<file path="src/rtl/alu_share_controller_pkg.sv">
// Shared definitions for the ALU sharing controller: RV32I funct codes,
// controller FSM encoding and requester-count constants.
package alu_share_controller_pkg;

  localparam int NUM_REQ = 2;
  localparam int CNT_W   = 4;

  localparam logic [2:0] F3_ADD_SUB = 3'b000;
  localparam logic [2:0] F3_SLL     = 3'b001;
  localparam logic [2:0] F3_SLT     = 3'b010;
  localparam logic [2:0] F3_SLTU    = 3'b011;
  localparam logic [2:0] F3_XOR     = 3'b100;
  localparam logic [2:0] F3_SRL_SRA = 3'b101;
  localparam logic [2:0] F3_OR      = 3'b110;
  localparam logic [2:0] F3_AND     = 3'b111;

  localparam logic [6:0] F7_BASE = 7'b0000000;
  localparam logic [6:0] F7_ALT  = 7'b0100000;

  typedef enum logic [1:0] {
    ST_IDLE    = 2'd0,
    ST_ISSUE   = 2'd1,
    ST_WAIT    = 2'd2,
    ST_RESPOND = 2'd3
  } state_e;

  function automatic logic [NUM_REQ-1:0] req_onehot(input logic idx);
    return idx ? 2'b10 : 2'b01;
  endfunction

endpackage

</file>
<file path="src/rtl/alu_share_controller_arb.sv">
// Two-way round-robin arbiter: a lone requester always wins, a tie goes to
// the requester that did not win last time.
module alu_share_controller_arb (
  input  logic [1:0] valid_i,
  input  logic       last_grant_i,
  output logic [1:0] grant_o
);

  always_comb begin
    grant_o = 2'b00;
    unique case (valid_i)
      2'b01:   grant_o = 2'b01;
      2'b10:   grant_o = 2'b10;
      2'b11:   grant_o = last_grant_i ? 2'b01 : 2'b10;
      default: grant_o = 2'b00;
    endcase
  end

endmodule

</file>
<file path="src/rtl/alu_share_controller.sv">
// Time-shares one ALU between two requesters: arbitrate, latch operands,
// pulse the ALU enable, wait out its latency and hand the result back.
module alu_share_controller
  import alu_share_controller_pkg::*;
#(
  parameter int unsigned ALU_LATENCY = 1,
  parameter int unsigned XLEN        = 32
) (
  input  logic            clock,
  input  logic            reset_n,
  input  logic [1:0]      req_valid,
  output logic [1:0]      req_ready,
  input  logic [2:0]      req_funct3_0,
  input  logic [2:0]      req_funct3_1,
  input  logic [6:0]      req_funct7_0,
  input  logic [6:0]      req_funct7_1,
  input  logic [XLEN-1:0] req_rs1_0,
  input  logic [XLEN-1:0] req_rs1_1,
  input  logic [XLEN-1:0] req_rs2_0,
  input  logic [XLEN-1:0] req_rs2_1,
  output logic [1:0]      resp_valid,
  input  logic [1:0]      resp_ready,
  output logic [XLEN-1:0] resp_data,
  output logic            alu_enable,
  output logic [2:0]      alu_funct3,
  output logic [6:0]      alu_funct7,
  output logic [XLEN-1:0] alu_rs1,
  output logic [XLEN-1:0] alu_rs2,
  input  logic [XLEN-1:0] alu_result,
  output logic            busy
);

  if (ALU_LATENCY < 1 || ALU_LATENCY > 15) begin : g_bad_latency
    $error("alu_share_controller: ALU_LATENCY must be within 1..15");
  end

  localparam logic [CNT_W-1:0] CNT_RELOAD = CNT_W'(ALU_LATENCY - 1);

  state_e            state_q;
  logic              grant_id_q;
  logic              last_grant_q;
  logic [CNT_W-1:0]  cnt_q;
  logic [1:0]        resp_valid_q;
  logic [XLEN-1:0]   resp_data_q;
  logic              alu_en_q;
  logic [2:0]        alu_f3_q;
  logic [6:0]        alu_f7_q;
  logic [XLEN-1:0]   alu_rs1_q;
  logic [XLEN-1:0]   alu_rs2_q;

  logic [1:0]        grant;
  logic              win_id;
  logic [2:0]        win_f3;
  logic [6:0]        win_f7;
  logic [XLEN-1:0]   win_rs1;
  logic [XLEN-1:0]   win_rs2;

  alu_share_controller_arb u_arb (
    .valid_i      (req_valid),
    .last_grant_i (last_grant_q),
    .grant_o      (grant)
  );

  // Winner's request fields, selected from the one-hot grant.
  always_comb begin
    win_id  = grant[1];
    win_f3  = win_id ? req_funct3_1 : req_funct3_0;
    win_f7  = win_id ? req_funct7_1 : req_funct7_0;
    win_rs1 = win_id ? req_rs1_1    : req_rs1_0;
    win_rs2 = win_id ? req_rs2_1    : req_rs2_0;
  end

  assign req_ready = (state_q == ST_IDLE) ? grant : 2'b00;
  assign busy      = (state_q != ST_IDLE);

  always_ff @(posedge clock or negedge reset_n) begin
    if (!reset_n) begin
      state_q      <= ST_IDLE;
      grant_id_q   <= 1'b0;
      last_grant_q <= 1'b1;
      cnt_q        <= '0;
      resp_valid_q <= 2'b00;
      resp_data_q  <= '0;
      alu_en_q     <= 1'b0;
      alu_f3_q     <= '0;
      alu_f7_q     <= '0;
      alu_rs1_q    <= '0;
      alu_rs2_q    <= '0;
    end else begin
      unique case (state_q)
        ST_IDLE: begin
          // Enable is raised here so it is high for exactly the ISSUE cycle.
          if (|req_valid) begin
            alu_f3_q     <= win_f3;
            alu_f7_q     <= win_f7;
            alu_rs1_q    <= win_rs1;
            alu_rs2_q    <= win_rs2;
            grant_id_q   <= win_id;
            last_grant_q <= win_id;
            alu_en_q     <= 1'b1;
            state_q      <= ST_ISSUE;
          end
        end
        ST_ISSUE: begin
          alu_en_q <= 1'b0;
          cnt_q    <= CNT_RELOAD;
          state_q  <= ST_WAIT;
        end
        ST_WAIT: begin
          if (cnt_q != '0) begin
            cnt_q <= cnt_q - 1'b1;
          end else begin
            resp_data_q  <= alu_result;
            resp_valid_q <= req_onehot(grant_id_q);
            state_q      <= ST_RESPOND;
          end
        end
        ST_RESPOND: begin
          if (resp_ready[grant_id_q]) begin
            resp_valid_q <= 2'b00;
            state_q      <= ST_IDLE;
          end
        end
        default: state_q <= ST_IDLE;
      endcase
    end
  end

  assign resp_valid = resp_valid_q;
  assign resp_data  = resp_data_q;
  assign alu_enable = alu_en_q;
  assign alu_funct3 = alu_f3_q;
  assign alu_funct7 = alu_f7_q;
  assign alu_rs1    = alu_rs1_q;
  assign alu_rs2    = alu_rs2_q;

endmodule

</file>
<file path="config.mk">
export PLATFORM = sky130hd
export DESIGN_NAME = alu_share_controller
export DESIGN_NICKNAME = d
export VERILOG_FILES = /design/src/rtl/alu_share_controller_pkg.sv /design/src/rtl/alu_share_controller_arb.sv /design/src/rtl/alu_share_controller.sv
export SDC_FILE = /design/constraint.sdc
export NUM_CORES = 1
export LEC_CHECK = 0
export BUFFER_PORTS_ARGS = -buffer_cell sky130_fd_sc_hd__buf_2
export CORE_ASPECT_RATIO = 1.25
export CORE_MARGIN = 5
export CORE_UTILIZATION = 41
export CTS_BUF_LIST = sky130_fd_sc_hd__clkbuf_2
export CTS_CLUSTER_SIZE = 25
export DETAILED_ROUTE_END_ITERATION = 6
export PLACE_DENSITY_LB_ADDON = 0.2
export SETUP_SLACK_MARGIN = 0.4
export SKIP_CTS_REPAIR_TIMING = 1
export SLEW_MARGIN = 20
export SYNTH_ARGS = -nofsm -noshare
export SYNTH_HDL_FRONTEND = slang
export SYNTH_SLANG_ARGS = --single-unit
</file>
<file path="constraint.sdc">
create_clock -name clock -period 1.8 [get_ports clock]
set_input_delay 0.54 -clock clock [delete_from_list [all_inputs] [get_ports clock]]
set_output_delay 0.54 -clock clock [all_outputs]
set_load 0.01 [all_outputs]
</file>
==> flow_summary.json, run 1 <==
{
  "clock_sinks": 117,
  "grt_first_pass_wirelength_um": 25000,
  "final_util": 0.678,
  "cp_data_arrival_time_ps": 1740,
  "vias": 5029,
  "clkLatencyLatePin_ps": 680,
  "fin_crit_sh": 1.27,
  "final_hold_viol_count": 0,
  "maxSlewViolCount": 0,
  "numCtsBuffers": 17,
  "yosysSeqAreaShare": 0.573,
  "htreeDepth": 4,
  "drt_pass1_iterations": 6,
  "cp.required_ps": 1260,
  "core_area_um2": 12200,
  "cp_slowest_cell": "dfrtp_1",
  "report.power.total_mw": 15.0,
  "drc": 0,
  "crit_fanout": 4,
  "drive_gt1_frac": 0.598,
  "synth_area_um2": 5110,
  "cts.root.buffer_cell": "clkbuf_2",
  "cts_tree": "yes",
  "avgViaCountPerCell": 5.39,
  "synth_seq_cells": 117,
  "synth_nets": 583,
  "clockBufferDepth": 2,
  "crit_chain": "inv_2, ha_4, nand2_8, nor2_4, buf_6",
  "dp_hpwl_um": 12200,
  "die_area_um2": 14800,
  "dieHeight_um": 135,
  "p_leak_nw": 3.89,
  "setup_ws_ps": -482,
  "slowest_delay_ps": 430,
  "detailedPlace.worstSlack_ps": -18.9,
  "tns_ps": -1830,
  "area_growth_pct": 61.5,
  "io_buffers": 297,
  "rsz0062_at_grt": "yes",
  "violations": "negative setup slack",
  "status": "complete, but fails checks",
  "drv_cap": 0,
  "place.gp.congestion": 0.776,
  "relSlewSlack": 0.681,
  "antenna_found_initial": 1,
  "synth_area_per_cell_um2": 13.1,
  "endpoint_kind": "primary output",
  "grt_max_degree": 78,
  "fmax_mhz": 438,
  "fin_nets": 948,
  "fin_crit_ps": 2280,
  "setup_viol": 25,
  "grt_overflow": 0,
  "rows": 45,
  "ant_nets": 0,
  "wl_um": 19900,
  "grt_use_total": 0.219,
  "grt_pass1_vias": 4906,
  "netlist_instances": 391,
  "whs_ps": 47.0,
  "yosysWarnings": 0,
  "drt_iter0_drc": 157,
  "crit_path_start_kind": "register",
  "skew_ps": 21.8,
  "pin_count": 298,
  "tightest_slew_ps": 479,
  "path_buf_inv": 2,
  "die_x_um": 110,
  "crit_type": "reg2out",
  "clkTransAtPathRegs_ps": 180,
  "start_util": 0.420,
  "path_delay_family": "flip-flops",
  "synth_cell_types": 29,
  "irDropWorstVdd_mv": 0.938,
  "hold_class": "in2reg",
  "p_per_area_nw_per_um2": 1810,
  "wl_per_cell_um": 21.3
}
==> kinds of logic after synthesis <==
kind of cell               count (synthesis)  share of synthesized area
muxes                                     35                     0.0774
adders and majority gates                  6                     0.0147
buffers and inverters                     48                     0.0382
DFF                                      117                      0.573
AOI/OAI and AO/OA                        166                      0.276
and+or+nand+nor                           19                     0.0208
==> synth_stat cells (all sizes together) <==
master,instances,area share
a21oi,2,0.0020
a221o,1,0.0022
a22oi,4,0.0059
and2b,1,0.0017
and4bb,1,0.0024
buf,17,0.015
clkbuf,20,0.015
dfrtp,116,0.57
dfstp,1,0.0051
ha,6,0.015
inv,11,0.0081
mux2,33,0.073
mux2i,2,0.0039
nand2,5,0.0037
nand3,1,0.00098
nand4b,1,0.0017
nor2,5,0.0037
nor2b,1,0.0012
nor3,1,0.00098
nor3b,1,0.0015
o21a,75,0.11
o21ai,8,0.0078
o22ai,2,0.0024
o32a,74,0.14
or3,1,0.0012
or3b,1,0.0017
==> worst register-to-register path, delay by kind of cell, from the launching register on <==
family / cells / cell delay (ps)
multiplexers: 1 / 310
flip-flops: 1 / 430
AND/OR/NAND/NOR: 1 / 400
buffers and inverters: 3 / 460
adder cells (fa/ha/maj): 1 / 140
==> layer usage <==
layer  GRT usage  up-vias  wire length [um]
met5           0        -                 0
met4      0.0901        0               477
met3      0.0952       41              2150
met2       0.363      245             10300
met1       0.243     2481              7000
li1            -     2262                 -
==> cells in the final DEF, fill, tap and decap left out, types with 2 or more instances in the layout <==
cell and instances:
a21oi_1 2, a22oi_2 3, buf_12 10, buf_2 251
buf_4 62, buf_6 49, clkbuf_16 7, clkbuf_2 22
clkinv_1 6, clkinv_2 2, dfrtp_1 116, dlygate4sd3_1 4
ha_1 3, ha_4 3, inv_1 6, inv_2 5
mux2_4 33, mux2i_1 2, nand2_1 4, nor2_1 3
o21a_1 74, o21ai_0 5, o21ai_1 3, o22ai_1 2
o32a_1 74
==> final cells by class <==
class / count / area [um^2]
clock buffer: 22 / 110
fill: 916 / 3910
multi-input combinational: 226 / 2210
timing repair buffer: 383 / 2690
antenna: 1 / 2.50
clock inverter: 9 / 62.6
sequential: 117 / 2930
inverter: 11 / 41.3
tap: 164 / 205
==> power breakdown <==
part	switching (mW)	total, mW	internal (mW)	leakage [nW]
combinational	3.70	8.79	5.09	2.44
sequential	0.840	4.75	3.91	1.32
clock	0.925	1.41	0.487	0.123
total	5.47	15.0	9.49	3.89
==> flip-flops by register name, summed over array words and instances, names as in the netlist <==
register      flops
cnt_q             4
alu_enable        1
resp_data        32
state_q           2
grant_id_q        1
resp_valid        2
last_grant_q      1
alu_funct7        7
alu_rs1          32
alu_rs2          32
alu_funct3        3
==> worst paths after layout <==
check	cells past startpoint	endpoint	slack (ps)	startpoint
worst max-delay path	5	req_ready[0]	-480	state_q[0]
worst min-delay path	2	alu_rs1[2]	50	req_rs1_1[2]
worst max register to register	6	resp_data[12]	-50	state_q[0]
worst min register to register	1	resp_data[11]	530	resp_data[11]
max in group asynchronous	3	resp_data[6]	900	reset_n
min in group asynchronous	2	resp_data[8]	310	reset_n
==> through the flow <==
stage	cells	area, um^2
2_1_floorplan	391	5450
3_3_place_gp	830	7040
3_5_place_dp	830	7040
4_1_cts	861	7210
5_1_grt	933	8250
6_report	933	8250
No activity file was read; power rests on OpenSTA's default activity.
==> run 2: changes to the inputs <==
--- a/config.mk
+++ b/config.mk
@@ -12,6 +12,7 @@
 export CTS_BUF_LIST = sky130_fd_sc_hd__clkbuf_2
 export CTS_CLUSTER_SIZE = 25
 export DETAILED_ROUTE_END_ITERATION = 6
+export MAX_ROUTING_LAYER = met4
 export PLACE_DENSITY_LB_ADDON = 0.2
 export SETUP_SLACK_MARGIN = 0.4
 export SKIP_CTS_REPAIR_TIMING = 1
==> run 2 against run 1 <==
The run still ends with negative setup slack left; flip-flop and latch count is the same; die area is the same; combinational power rose by 2%; critical path type unchanged; largest cell class unchanged.
==> flow_summary.json, run 2 (synthesis gave the netlist of run 1 again) <==
{
  "vias": 5128,
  "drt_iter0_drc": 195,
  "clkTransAtPathRegs_ps": 170,
  "drc": 0,
  "start_util": 0.420,
  "timing.reg2reg.setup_slack_ps": -40,
  "hold_depth": 2,
  "clockBufferDepth": 2,
  "maxSlewViolCount": 0,
  "fmax_mhz": 442,
  "postPlaceCellArea_um2": 7040,
  "htreeDepth": 4,
  "dieHeight_um": 135,
  "drive_gt1_frac": 0.598,
  "place.gp.congestion": 0.787,
  "drt_pass1_iterations": 5,
  "p_int_mw": 9.59,
  "setup_ws_ps": -461,
  "p_switching_mw": 5.50,
  "dp_hpwl_um": 12200,
  "wl_per_cell_um": 21.1,
  "slowest_delay_ps": 430,
  "clock_sinks": 117,
  "grt_use_total": 0.225,
  "setup_viol": 22,
  "cp.required_ps": 1260,
  "endpoint_kind": "primary output",
  "skew_ps": 23.1,
  "crit_path_start_kind": "register",
  "cp_data_arrival_time_ps": 1720,
  "status": "complete, but fails checks",
  "area_growth_pct": 63.0,
  "grt_max_degree": 78,
  "grt_pass1_vias": 4919,
  "final_util": 0.685,
  "cts_tree": "yes",
  "clkLatencyLatePin_ps": 680,
  "report.power.total_mw": 15.1,
  "crit_fanout": 4,
  "wl_um": 19900,
  "violations": "negative setup slack",
  "final_common_cell": "buf_2",
  "rsz0062_at_grt": "yes",
  "cts.root.buffer_cell": "clkbuf_2",
  "final_area_um2": 8330,
  "io_buffers": 297,
  "crit_type": "reg2out",
  "crit_chain": "inv_2, ha_4, nand2_8, nor2_4, buf_6",
  "die_area_um2": 14800,
  "ant_nets": 0,
  "fin_crit_ps": 2260,
  "hold_class": "in2reg",
  "layout_common_cells": "buf_2, dfrtp_1, o32a_1, o21a_1, buf_4",
  "final_hold_viol_count": 0,
  "drv_cap": 0,
  "p_leak_nw": 3.93,
  "p_per_area_nw_per_um2": 1810,
  "p_clk_frac": 0.093,
  "reg2regPathDepth": 7,
  "antenna_found_initial": 1,
  "irDropWorstVdd_mv": 0.889,
  "fin_crit_sh": 1.26,
  "die_x_um": 110,
  "whs_ps": 64.1,
  "relSlewSlack": 0.686,
  "fin_nets": 956,
  "grt_first_pass_wirelength_um": 24900,
  "pin_count": 298,
  "grt_overflow": 0,
  "rows": 45,
  "cp_slowest_cell": "dfrtp_1",
  "numCtsBuffers": 17,
  "core_area_um2": 12200,
  "avgViaCountPerCell": 5.45,
  "tightest_slew_ps": 470,
  "p_sw_frac": 0.364,
  "combPwrFrac": 0.593,
  "seqPwrFrac": 0.314
}
run 2: cell types whose count changed in the layout (fill, tap and decap cells not counted), sizes merged:
cell and delta:
clkbuf +1, buf +4, dlygate4sd3 +3
run 2: critical path, delay by kind of cell (launching register included):
family | cells | cell delay, ps
flops | 1 | 430
buf+inv | 2 | 210
fa+ha+maj | 1 | 200
simple gates | 2 | 200
run 2: through the flow:
step                      TNS [ps]  setup slack [ps]  cells
final                        -1720              -461    941
after CTS                    -7710              -656    861
after global placement           0              20.7    830
after global routing         -9880              -580    941
after floorplan                  0              24.7    391
after detailed placement     -18.9             -18.9    830
run 2: final timing paths:
kind / start / to
worst max-delay path: state_q[0] / req_ready[0]
worst min-delay path: req_rs1_1[27] / alu_rs1[27]
worst max register to register: state_q[0] / resp_data[5]
worst min register to register: resp_data[1] / resp_data[1]
max in group asynchronous: reset_n / resp_data[25]
min in group asynchronous: reset_n / resp_data[13]
run 2: final cells by class:
cell class | instances | area, um^2
tap | 164 | 205
sequential | 117 | 2930
antenna | 1 | 2.50
timing repair buffer | 391 | 2760
clock buffer | 22 | 110
inverter | 11 | 41.3
multi-input combinational | 226 | 2210
fill | 907 | 3840
clock inverter | 9 | 62.6
run 2: power groups by stage:
| stage | combinational [mW] | clock [mW] | sequential [mW] |
|---|---|---|---|
| 3_5_place_dp | 6.63 | 0 | 4.69 |
| 2_1_floorplan | 3.93 | 0 | 5.20 |
| 4_1_cts | 6.66 | 1.46 | 4.63 |
| 6_report | 8.94 | 1.41 | 4.73 |
| 5_1_grt | 9.50 | 1.58 | 4.86 |
| 3_3_place_gp | 6.48 | 0 | 4.61 |
run 2: per-layer routing:
metal / routed length (um) / vias up / global-route usage
met5: 0 / - / -
met2: 10500 / 261 / 0.363
li1: - / 2274 / -
met1: 7270 / 2566 / 0.254
met3: 1870 / 27 / 0.0760
met4: 283 / 0 / 0.0901
==> run 3: changes to the inputs <==
--- a/config.mk
+++ b/config.mk
@@ -12,9 +12,9 @@
 export CTS_BUF_LIST = sky130_fd_sc_hd__clkbuf_2
 export CTS_CLUSTER_SIZE = 25
 export DETAILED_ROUTE_END_ITERATION = 6
+export GPL_TIMING_DRIVEN = 0
 export MAX_ROUTING_LAYER = met4
 export PLACE_DENSITY_LB_ADDON = 0.2
-export SETUP_SLACK_MARGIN = 0.4
 export SKIP_CTS_REPAIR_TIMING = 1
 export SLEW_MARGIN = 20
 export SYNTH_ARGS = -nofsm -noshare
==> run 3 against run 2 <==
The run still ends with negative setup slack left; worst setup slack lost 200 ps; first-iteration DRC count grew 9.7%; cell count grew 4.4%; critical path type unchanged; largest power group unchanged; highest routed layer unchanged.
==> flow_summary.json, run 3 (synthesis gave the netlist of run 1 again) <==
{
  "status": "complete, but fails checks",
  "violations": "negative setup slack",
  "seqPwrFrac": 0.316,
  "grt_max_degree": 64,
  "p_per_area_nw_per_um2": 1750,
  "path_delay_family": "buffers and inverters",
  "irDropWorstVdd_mv": 1.13,
  "maxSlewViolCount": 0,
  "grt_overflow": 0,
  "path_buf_inv": 5,
  "endpoint_kind": "primary output",
  "hold_depth": 2,
  "area_growth_pct": 66.1,
  "fmax_mhz": 406,
  "timing.reg2reg.setup_slack_ps": -120,
  "rows": 45,
  "fin_cells": 982,
  "nFillCells": 904,
  "worstReg2RegEnd": "alu_rs1[30]",
  "place.gp.congestion": 0.863,
  "drive_gt1_frac": 0.560,
  "fin_nets": 995,
  "wl_um": 18600,
  "start_util": 0.420,
  "relSlewSlack": 0.637,
  "p_clk_frac": 0.142,
  "htreeDepth": 4,
  "numCtsBuffers": 17,
  "detailedPlace.worstSlack_ps": -416,
  "clockBufferDepth": 2,
  "cts_tree": "yes",
  "skew_ps": 36.7,
  "min-delay-start": "req_rs1_1[9]",
  "cp_data_arrival_time_ps": 1920,
  "vias": 5160,
  "grt_use_total": 0.223,
  "final_common_cell": "buf_2",
  "report.power.total_mw": 14.8,
  "drt_pass1_iterations": 4,
  "dieHeight_um": 135,
  "slowest_delay_ps": 450,
  "layout_common_cells": "buf_2, dfrtp_1, o21a_1, o32a_1, buf_4",
  "setup_viol": 74,
  "p_switching_mw": 5.27,
  "final_hold_viol_count": 0,
  "drc": 0,
  "clkLatencyLatePin_ps": 680,
  "setup_ws_ps": -664,
  "cp.required_ps": 1260,
  "die_x_um": 110,
  "dp_hpwl_um": 12600,
  "drv_cap": 0,
  "p_leak_nw": 3.92,
  "antenna_found_initial": 2,
  "dp_cells": 853,
  "crit_chain": "inv_2, ha_4, nand3_4, buf_8, buf_8, inv_2, buf_6",
  "reg2regPathDepth": 8,
  "rsz0062_at_grt": "yes",
  "r2r_start": "state_q[1]",
  "crit_fanout": 8,
  "p_sw_frac": 0.355,
  "grt_pass1_vias": 4848,
  "avgViaCountPerCell": 5.25,
  "grt_first_pass_wirelength_um": 24400,
  "crit_path_start_kind": "register",
  "tightest_slew_ps": 545,
  "crit_type": "reg2out",
  "p_int_mw": 9.57,
  "die_area_um2": 14800,
  "core_area_um2": 12200,
  "combPwrFrac": 0.543,
  "io_buffers": 297,
  "wl_per_cell_um": 18.9,
  "ant_nets": 0,
  "drt_iter0_drc": 214,
  "hold_class": "in2reg",
  "min_to": "alu_rs1[9]",
  "fin_crit_ps": 2460,
  "cts.root.buffer_cell": "clkbuf_2",
  "pin_count": 298,
  "clock_sinks": 117,
  "cp_slowest_cell": "dfrtp_1",
  "clkTransAtPathRegs_ps": 190,
  "tns_ps": -6330,
  "fin_crit_sh": 1.37
}
[run 3: per-layer routing]
layer  vias to the layer above  wire, um  part of all wire  global-route usage
met4                         0       442             0.024              0.0832
li1                       2351         -                 -                   -
met2                       244     10100              0.54               0.379
met1                      2530      6540              0.35               0.232
met3                        35      1540             0.083              0.0818
met5                         -         0                 0                   -
[run 3: worst max path at each step]
stage | startpoint | to | slack, ps | cells after the start
final | state_q[1] | req_ready[1] | -660 | 7
after global routing | state_q[1] | req_ready[1] | -810 | 7
after CTS | state_q[0] | req_ready[1] | -1250 | 7
after detailed placement | state_q[0] | req_ready[1] | -420 | 7
after global placement | reset_n | alu_funct7[1] | -1210 | 1
after floorplan | state_q[0] | req_ready[1] | -20 | 6
[run 3: power by group through the flow]
stage | Clock, mW | Sequential [mW] | Combinational [mW]
floorplan | 0 | 5.17 | 3.26
global placement | 0 | 4.57 | 6.01
detailed placement | 0 | 4.63 | 6.18
CTS | 2.14 | 4.57 | 6.19
global route | 2.27 | 4.81 | 8.67
finish | 2.10 | 4.68 | 8.05
[run 3: metrics by stage]
stage               hold slack (ps)  utilization  cell area (um^2)
floorplan                       244            -              5130
global placement                484        0.561              6820
detailed placement              490        0.564              6860
CTS                            -266        0.588              7150
global route                  -7.74        0.698              8480
finish                         64.6        0.698              8480
[run 3: layout make-up]
| class | count | area [um^2] | area share |
|---|---|---|---|
| Antenna cell | 2 | 5.00 | 0.000590 |
| Buffer | 37 | 307 | 0.0361 |
| Clock buffer | 18 | 90.1 | 0.0106 |
| Clock inverter | 14 | 208 | 0.0245 |
| Inverter | 11 | 41.3 | 0.00487 |
| Multi-Input combinational cell | 226 | 2050 | 0.242 |
| Sequential cell | 117 | 2930 | 0.345 |
| Tap cell | 164 | 205 | 0.0242 |
| Timing Repair Buffer | 393 | 2650 | 0.312 |
[run 3: worst reg2reg max path, stage by stage, from the launching register on]
cell and delay, ps:
dfrtp_1 450, inv_2 110, ha_4 200, buf_4 120
o21a_1 250, buf_6 200, clkbuf_4 220, o32a_1 190
o21a_1 120
